File: config.mk
export PLATFORM = sky130hd
export DESIGN_NAME = dac_sweep_sequencer
export DESIGN_NICKNAME = d
export VERILOG_FILES = /design/src/rtl/dac_sweep_sequencer.sv
export SDC_FILE = /design/constraint.sdc
export NUM_CORES = 1
export LEC_CHECK = 0
export ABC_AREA = 0
export ABC_CLOCK_PERIOD_IN_PS = 3610
export CORE_MARGIN = 2
export CORE_UTILIZATION = 49
export CTS_CLUSTER_DIAMETER = 200
export DETAILED_ROUTE_END_ITERATION = 8
export PLACE_DENSITY = 0.86
export SETUP_SLACK_MARGIN = 0.2
export SLEW_MARGIN = 10
export SYNTH_ARGS = -nofsm -noshare
export SYNTH_HDL_FRONTEND = slang
export SYNTH_SLANG_ARGS = --single-unit
export TNS_END_PERCENT = 1
File: constraint.sdc
create_clock -name clk_100MHz -period 3.61 [get_ports clk_100MHz]
set_clock_uncertainty 0.1 [all_clocks]
set_input_delay 0.722 -clock clk_100MHz [delete_from_list [all_inputs] [get_ports clk_100MHz]]
set_output_delay 0.722 -clock clk_100MHz [all_outputs]
set_load 0.02 [all_outputs]
File: src/rtl/dac_sweep_sequencer.sv
// dac_sweep_sequencer
// Steps the DAC driver phase increment from a start value to a stop value,
// holding each value for a programmable dwell. One configuration is accepted
// over a valid/ready handshake while idle. A sweep can be one-shot, which ends
// with a Done pulse, or looping, which runs until Abort.
module dac_sweep_sequencer #(
    parameter int DWELL_W = 24,
    parameter int PHASE_W = 9
) (
    input  logic               clk_100MHz,
    input  logic               Rst,
    input  logic               Cfg_Valid,
    output logic               Cfg_Ready,
    input  logic [1:0]         Cfg_Mode,
    input  logic [PHASE_W-1:0] Cfg_Phase_Start,
    input  logic [PHASE_W-1:0] Cfg_Phase_Stop,
    input  logic [PHASE_W-1:0] Cfg_Step,
    input  logic [DWELL_W-1:0] Cfg_Dwell,
    input  logic               Cfg_Loop,
    input  logic               Start,
    input  logic               Abort,
    output logic               DAC_En,
    output logic [1:0]         Wave_Mode,
    output logic [PHASE_W-1:0] Phase,
    output logic               Busy,
    output logic               Step_Tick,
    output logic               Done
);

    localparam logic [1:0] S_IDLE = 2'd0;
    localparam logic [1:0] S_RUN  = 2'd1;
    localparam logic [1:0] S_DONE = 2'd2;

    localparam logic [DWELL_W-1:0] DWELL_ONE = {{(DWELL_W-1){1'b0}}, 1'b1};

    logic [1:0]         r_state;

    // Latched configuration
    logic [1:0]         r_mode;
    logic [PHASE_W-1:0] r_start;
    logic [PHASE_W-1:0] r_stop;
    logic [PHASE_W-1:0] r_step;
    logic [DWELL_W-1:0] r_dwell;
    logic               r_loop;

    // Sweep progress and registered outputs
    logic [DWELL_W-1:0] r_cnt;
    logic               r_dac_en;
    logic [1:0]         r_wave_mode;
    logic [PHASE_W-1:0] r_phase;
    logic               r_busy;
    logic               r_step_tick;
    logic               r_done;

    logic               w_cfg_take;
    logic [1:0]         w_mode_use;
    logic [PHASE_W-1:0] w_start_use;
    logic               w_go;
    logic [DWELL_W-1:0] w_dwell_eff;
    logic               w_dwell_end;
    logic [PHASE_W:0]   w_next;
    logic               w_over;

    // Handshake and start qualification. A config arriving in the same cycle
    // as Start must be the one this sweep uses, so mode and start value
    // bypass the config registers on that cycle.
    always_comb begin
        Cfg_Ready   = (r_state == S_IDLE) & ~Rst;
        w_cfg_take  = Cfg_Valid & Cfg_Ready;
        w_mode_use  = w_cfg_take ? Cfg_Mode        : r_mode;
        w_start_use = w_cfg_take ? Cfg_Phase_Start : r_start;
        w_go        = (r_state == S_IDLE) & Start & ~Abort & (w_mode_use != 2'd0);
    end

    // Dwell expiry and next phase. The sum is one bit wider than Phase so an
    // overshoot past the top of the range is seen as "past stop" and never
    // wraps back into range.
    always_comb begin
        w_dwell_eff = (r_dwell == '0) ? DWELL_ONE : r_dwell;
        w_dwell_end = (r_cnt >= w_dwell_eff);
        w_next      = {1'b0, r_phase} + {1'b0, r_step};
        w_over      = (w_next > {1'b0, r_stop});
    end

    // Sequencer state, configuration capture and registered outputs
    always_ff @(posedge clk_100MHz) begin
        // NOTE: all state is updated with non-blocking assignments so every
        // register here samples pre-edge values, independent of statement order.
        if (Rst) begin
            r_state     <= S_IDLE;
            r_mode      <= 2'd0;
            r_start     <= '0;
            r_stop      <= '0;
            r_step      <= '0;
            r_dwell     <= DWELL_ONE;
            r_loop      <= 1'b0;
            r_cnt       <= DWELL_ONE;
            r_dac_en    <= 1'b0;
            r_wave_mode <= 2'd0;
            r_phase     <= '0;
            r_busy      <= 1'b0;
            r_step_tick <= 1'b0;
            r_done      <= 1'b0;
        end else begin
            r_step_tick <= 1'b0;
            r_done      <= 1'b0;

            if (w_cfg_take) begin
                r_mode  <= Cfg_Mode;
                r_start <= Cfg_Phase_Start;
                r_stop  <= Cfg_Phase_Stop;
                r_step  <= Cfg_Step;
                r_dwell <= Cfg_Dwell;
                r_loop  <= Cfg_Loop;
            end

            if (Abort) begin
                r_state     <= S_IDLE;
                r_dac_en    <= 1'b0;
                r_wave_mode <= 2'd0;
                r_phase     <= '0;
                r_busy      <= 1'b0;
            end else begin
                case (r_state)
                    S_IDLE: begin
                        if (w_go) begin
                            r_state     <= S_RUN;
                            r_dac_en    <= 1'b1;
                            r_busy      <= 1'b1;
                            r_wave_mode <= w_mode_use;
                            r_phase     <= w_start_use;
                            r_cnt       <= DWELL_ONE;
                        end
                    end
                    S_RUN: begin
                        if (!w_dwell_end) begin
                            r_cnt <= r_cnt + DWELL_ONE;
                        end else if (r_step == '0) begin
                            // Fixed tone: hold the start value until Abort
                            r_cnt <= DWELL_ONE;
                        end else if (!w_over) begin
                            r_phase     <= w_next[PHASE_W-1:0];
                            r_step_tick <= 1'b1;
                            r_cnt       <= DWELL_ONE;
                        end else if (r_loop) begin
                            r_phase     <= r_start;
                            r_step_tick <= 1'b1;
                            r_cnt       <= DWELL_ONE;
                        end else begin
                            r_state     <= S_DONE;
                            r_done      <= 1'b1;
                            r_dac_en    <= 1'b0;
                            r_busy      <= 1'b0;
                            r_wave_mode <= 2'd0;
                            r_phase     <= '0;
                        end
                    end
                    S_DONE: begin
                        r_state <= S_IDLE;
                    end
                    default: begin
                        r_state <= S_IDLE;
                    end
                endcase
            end
        end
    end

    // Output ports come straight from their registers
    always_comb begin
        DAC_En    = r_dac_en;
        Wave_Mode = r_wave_mode;
        Phase     = r_phase;
        Busy      = r_busy;
        Step_Tick = r_step_tick;
        Done      = r_done;
    end

endmodule

==> results.py, run 1 <==
metrics = {
    "status": {
        "status": "finished with violations",
        "violations": "setup timing",
    },
    "layout": {
        "finalNonFillerCells": 817,
        "regArea_mm2": 0.00189,
        "drive_gt1_frac": 0.117,
        "layout_common_cells": "99 x nand2_1, 90 x dfxtp_1, 73 x clkdlybuf4s50_1",
        "area_delta_synth_final_pct": 29.3,
        "final_area_mm2": 0.00642,
        "layout_commonest_cell": "nand2_1",
        "layout.nets": 782,
        "fill_cells": 809,
        "antennaDiodeCount": 0,
        "multi_input_area_mm2": 0.00304,
    },
    "routing": {
        "wl_met2_mm": 6.88,
        "met3_wirelength_mm": 1.00,
        "avgViaCountPerCell": 6.02,
        "wl_per_cell_um": 17.6,
        "num_vias": 4919,
        "drc": 0,
        "dr.max_layer_used": "met4",
        "wl_met1_mm": 6.00,
        "drtAntennaViolNets": 0,
        "firstDrtPassIters": 7,
        "routed_wl_mm": 14.4,
        "drt-initial-drc-count": 412,
    },
    "cts": {
        "cts_hold_repair.buffers": 0,
        "insertion_delay_ns": 0.37,
        "clk_pin_slew_ns": 0.10,
        "cts_tree": "done",
        "cts.path.max_buffers": 2,
        "clock-root-buffer": "clkbuf_8",
        "clkSinkCount": 94,
        "h-tree-depth": 3,
        "cts_buffers": 9,
    },
    "place": {
        "pre_cts_ws_ns": -0.239,
        "post_dp_cell_area_mm2": 0.00595,
        "dp_hpwl_mm": 10.1,
        "port_buffers": 74,
        "dp.cells": 795,
        "place.gp.congestion": 0.901,
    },
    "synthesis": {
        "ys_seq_area_frac": 0.379,
        "netlist-cell-type-count": 53,
        "ys.flop_type": "dfxtp_1",
        "synth.cell_area_mm2": 0.00497,
        "synth_area_leader_cell": "dfxtp_1",
        "synthArstFlopShare": 0,
        "synth_top_area_share": 0.379,
        "synth_area_per_cell_um2": 8.33,
        "synth_seq_cells": 94,
        "synth-warning-count": 0,
        "syn_inst": 596,
        "synth-edff-count": 0,
        "synth_area_leaders": "dfxtp_1 38%, ha_1 11%, nand2_1 7.8%",
        "synthesis.nets": 699,
    },
    "timing": {
        "max_freq_mhz": 270,
        "worst_pin_slew_ns": 0.937,
        "setup_violations": 21,
        "min_period_over_period": 1.03,
        "maxSlewHeadroom": 0.376,
        "fin_crit_ns": 3.71,
        "rsz0062_at_grt": "yes",
        "final-hold-violation-count": 0,
        "finalWorstSetupSlack_ns": -0.0976,
        "slew_viol_final": 0,
    },
    "floorplanning": {
        "fp.coreArea_mm2": 0.00982,
        "die_h_um": 105,
        "dieWidth_um": 105,
        "fp-row-count": 36,
        "start_util": 0.506,
        "ioPinCount": 75,
        "die_area_mm2": 0.0110,
    },
    "pwr": {
        "p_per_area_mw_per_mm2": 384,
        "power_mw": 2.47,
        "p_leak_nw": 2.54,
        "ir_drop_mv": 0.270,
    },
    "grt": {
        "grt.total_usage": 0.264,
        "grt_pass1_vias": 4921,
        "grt_pass1_wl_mm": 23.7,
        "grt_max_degree": 94,
        "grt_antenna_before_repair": 0,
        "overflow": 0,
    },
    "worst_hold_path": {
        "hold_class": "reg -> reg",
    },
    "critical_path": {
        "worst_ep_arrival_time_ns": 3.86,
        "endpoint_kind": "register",
        "regToRegSetupSlack_ns": -0.1,
        "required_ns": 3.76,
        "critPathKind": "reg -> reg",
        "crit_path_max_fanout": 8,
        "cp-start-kind": "register",
    },
    "flow_run": {
        "drv_cap": 0,
    },
}
metal layers:
layer  vias up  track usage
met5         -            0
met4         0        0.100
met3        45       0.0449
met2       224        0.450
met1      2299        0.334
li1       2351            -
flip-flops by register name, indices dropped and copies added, names as in the netlist:
signal	cells
r_dwell	24
r_state	2
r_stop	9
r_loop	1
r_start	9
Step_Tick	1
Phase	9
Done	1
r_cnt	24
Wave_Mode	2
r_mode	2
Busy	1
r_step	9
metrics by stage:
| step | util | TNS (ns) | hold slack [ns] |
|---|---|---|---|
| 6_report | 0.654 | -1.14 | 0.361 |
| 5_1_grt | 0.654 | -6.63 | 0.376 |
| 4_1_cts | 0.645 | -0.536 | 0.363 |
| 3_5_place_dp | 0.606 | -4.33 | 0.352 |
| 3_3_place_gp | 0.606 | -0.921 | 0.341 |
| 2_1_floorplan | - | 0 | 0.334 |
repair_timing:
item / 4_1_cts / 5_1_grt
resized for setup: 18 / 20
endpoints found under the setup margin: 37 / 39
pin swaps: 24 / 19
buffers inserted: 4 / 0
cloned: 2 / 0
synthesized netlist by cell type (2+ instances only):
library cell and count:
a21o_1 7, or3_1 14, nand2_1 103, nand4_1 7
nand3_1 11, and2_1 3, nand2b_1 4, clkbuf_1 23
nor4_1 12, o2bb2ai_1 2, o21ai_0 22, a2111oi_0 2
and3_1 12, nor3_1 5, o21bai_1 6, or4_1 3
a222oi_1 7, mux2i_1 3, nand3b_1 13, a21oi_1 53
ha_1 43, a311oi_1 6, o31ai_1 33, o21a_1 4
buf_2 4, a211oi_1 6, inv_1 37, xor2_1 2
nor2_1 18, nor3b_1 2, o211ai_1 4, a31oi_1 5
xnor2_1 7, dfxtp_1 94
area by class of cell:
class                      instances  share of cell area
multi-input combinational        439               0.473
sequential                        94               0.294
timing repair buffer              98               0.145
tap                              133              0.0259
inverter                          37              0.0216
clock buffer                      10              0.0214
clock inverter                     6              0.0181
power by group:
group | total, mW | internal [mW] | switching [mW]
logic | 0.466 | 0.215 | 0.251
clock network | 0.883 | 0.485 | 0.398
registers | 1.12 | 1.08 | 0.0343
total | 2.47 | 1.78 | 0.683
path summary, 6_finish.rpt:
path                            startpoint          to  depth (start not counted)
worst min-delay path            r_start[7]  r_start[7]                          2
worst max-delay path              Phase[0]    Phase[6]                         17
worst min register to register  r_start[7]  r_start[7]                          2
worst max register to register    Phase[0]    Phase[6]                         17
cell families (layout without fill, tap and decap cells):
group	after synthesis	count (layout)	share of synthesized area
buf+inv	65	151	0.0509
flops	94	94	0.379
mux	3	3	0.00605
compound gates	169	171	0.226
xor+xnor	9	9	0.0159
simple gates	212	212	0.210
fa+ha+maj	44	44	0.112
critical path, stage by stage (launching register included):
cell	delay (ns)
dfxtp_4	0.36
ha_4	0.16
fa_2	0.35
a21oi_2	0.15
o21ai_1	0.08
a21oi_2	0.16
o21bai_1	0.09
a21oi_1	0.16
xnor2_1	0.11
ha_1	0.31
nand3_1	0.08
o32a_1	0.38
o32ai_4	0.18
nand2_2	0.17
a21oi_4	0.21
nor2_4	0.08
a222oi_1	0.32
a21oi_1	0.11
No activity file was read; power rests on OpenSTA's default activity.
==> inputs of run 2 (changes only) <==
--- a/config.mk
+++ b/config.mk
@@ -11,9 +11,10 @@
 export CORE_UTILIZATION = 49
 export CTS_CLUSTER_DIAMETER = 200
 export DETAILED_ROUTE_END_ITERATION = 8
+export MAX_ROUTING_LAYER = met4
 export PLACE_DENSITY = 0.86
 export SETUP_SLACK_MARGIN = 0.2
-export SLEW_MARGIN = 10
+export SLEW_MARGIN = 20
 export SYNTH_ARGS = -nofsm -noshare
 export SYNTH_HDL_FRONTEND = slang
 export SYNTH_SLANG_ARGS = --single-unit
==> results.py, run 2 (same netlist as run 1, synthesis figures left out) <==
metrics = {
    "status": {
        "status": "finished with violations",
        "violations": "setup timing",
    },
    "critical_path": {
        "reg2regPathDepth": 15,
        "cp_common_cell": "a21oi_2",
        "critPathKind": "reg -> reg",
        "endpoint_kind": "register",
        "slowest_delay_ns": 0.44,
        "cp_slowest_cell": "o32a_1",
        "crit_path_max_fanout": 6,
        "worstPathCellList": "ha_4, fa_2, a21oi_2, o21ai_1, a21oi_2, buf_4, xnor2_4, ha_4, nand4_1, o32a_1, o32ai_4, a21oi_4, a21o_4, or4_4, a21oi_2",
        "r2r_start": "Phase[0]",
        "path_buf_inv": 1,
        "crit_family": "compound AO/OA/AOI/OAI gates",
        "worst_ep_arrival_time_ns": 4.12,
        "r2r_end": "r_cnt[18]",
        "regToRegSetupSlack_ns": -0.30,
        "required_ns": 3.82,
        "cp-start-kind": "register",
    },
    "routing": {
        "drtAntennaViolNets": 0,
        "avgViaCountPerCell": 6.00,
        "wl_per_cell_um": 18.0,
        "num_vias": 4927,
        "drc": 0,
        "firstDrtPassIters": 7,
        "routed_wl_mm": 14.8,
        "drt-initial-drc-count": 399,
    },
    "cts": {
        "cts_tree": "done",
        "clock-root-buffer": "clkbuf_8",
        "h-tree-depth": 3,
        "cts_buffers": 9,
        "clk_pin_slew_ns": 0.11,
        "insertion_delay_ns": 0.37,
        "cts_hold_repair.buffers": 0,
        "clkSinkCount": 94,
        "cts.path.max_buffers": 2,
    },
    "floorplanning": {
        "die_h_um": 105,
        "die_area_mm2": 0.0110,
        "dieWidth_um": 105,
        "ioPinCount": 75,
        "fp-row-count": 36,
        "fp.coreArea_mm2": 0.00982,
        "start_util": 0.506,
    },
    "timing": {
        "fin_crit_ns": 3.91,
        "max_freq_mhz": 256,
        "final-hold-violation-count": 0,
        "min_period_over_period": 1.08,
        "worst_pin_slew_ns": 0.940,
        "maxSlewHeadroom": 0.373,
        "slew_viol_final": 0,
        "finalWorstSetupSlack_ns": -0.299,
        "tns_ns": -7.09,
        "rsz0062_at_grt": "yes",
        "setup_violations": 36,
    },
    "grt": {
        "grt_antenna_before_repair": 0,
        "grt_pass1_wl_mm": 23.7,
        "met2_usage": 0.441,
        "met3_usage": 0.0518,
        "met1_usage": 0.337,
        "grt_pass1_vias": 4915,
        "grt.total_usage": 0.272,
        "grt_max_degree": 94,
        "grt.busiest_layer": "met2",
        "overflow": 0,
    },
    "pwr": {
        "p_per_area_mw_per_mm2": 359,
        "ir_drop_mv": 0.226,
        "p_leak_nw": 2.52,
        "power_mw": 2.30,
    },
    "flow_run": {
        "drv_cap": 0,
    },
    "place": {
        "place.gp.congestion": 0.910,
        "pre_cts_ws_ns": -0.298,
        "post_dp_cell_area_mm2": 0.00595,
        "dp_hpwl_mm": 9.96,
        "port_buffers": 74,
    },
    "layout": {
        "layout_commonest_cell": "nand2_1",
        "layout.nets": 786,
        "antennaDiodeCount": 0,
        "area_delta_synth_final_pct": 28.9,
        "final_util": 0.652,
        "fill_cells": 808,
        "drive_gt1_frac": 0.116,
        "layout_common_cells": "102 x nand2_1, 91 x dfxtp_1, 73 x clkdlybuf4s50_1",
        "final_area_mm2": 0.00640,
        "top_regs": "r_cnt x24, r_dwell x24",
    },
    "worst_hold_path": {
        "worstHoldStart": "r_start[3]",
        "min_to": "r_start[3]",
        "hold_class": "reg -> reg",
        "min_path_cells": 2,
    },
}
[run 2: cell count changes in the layout (fill, tap and decap cells not counted), sizes merged]
| cell | previous run | this run |
|---|---|---|
| clkinv | 1 | 2 |
| inv | 39 | 41 |
| clkinvlp | 0 | 1 |
| bufinv | 3 | 0 |
| buf | 25 | 29 |
| clkbuf | 10 | 9 |
[run 2: power by group]
part | leakage (nW) | total, mW | switching [mW] | internal (mW)
clock | 0.0943 | 0.695 | 0.427 | 0.268
sequential | 0.770 | 1.12 | 0.0327 | 1.08
combinational | 1.66 | 0.489 | 0.262 | 0.227
[run 2: worst max-delay path by stage]
stage                         start        end  slack [ns]  cells past startpoint
final                      Phase[0]  r_cnt[18]       -0.30                     15
after global routing       Phase[2]   Phase[4]       -0.55                     15
after CTS                  Phase[0]   Phase[5]       -0.13                     18
after detailed placement  r_step[0]  r_cnt[18]       -0.30                     16
after global placement     Phase[0]  r_cnt[18]       -0.10                     16
after floorplan            Phase[0]  r_cnt[12]         0.1                     17
[run 2: metrics by stage]
step | std cells | hold slack (ns)
after CTS | 817 | 0.371
after global placement | 795 | 0.341
final | 821 | 0.376
after detailed placement | 795 | 0.353
after floorplan | 596 | 0.334
after global routing | 821 | 0.395
[run 2: cell type report]
type | instances | area, um^2 | share of cell area
Multi-Input combinational cell | 439 | 3060 | 0.478
Sequential cell | 94 | 1890 | 0.295
Timing Repair Buffer | 102 | 961 | 0.150
Tap cell | 133 | 166 | 0.0260
Inverter | 37 | 139 | 0.0217
Clock buffer | 9 | 124 | 0.0194
Clock inverter | 7 | 65.1 | 0.0102
[run 2: tightest hold or removal path, stage by stage (launching register included)]
cell     delay [ns]
dfxtp_1        0.33
nand2_1        0.05
a21oi_1        0.06
[run 2: per-layer routing]
metal / up-vias / wire (um)
li1: 2361 / -
met1: 2310 / 6230
met2: 216 / 7120
met3: 40 / 921
met4: 0 / 482
met5: - / 0
[run 2: repair_timing]
item                                    CTS  global route
gates cloned                              2             0
setup buffers                             4             4
pin swaps                                22            16
endpoints found under the setup margin   37            40
resized for setup                        18            19
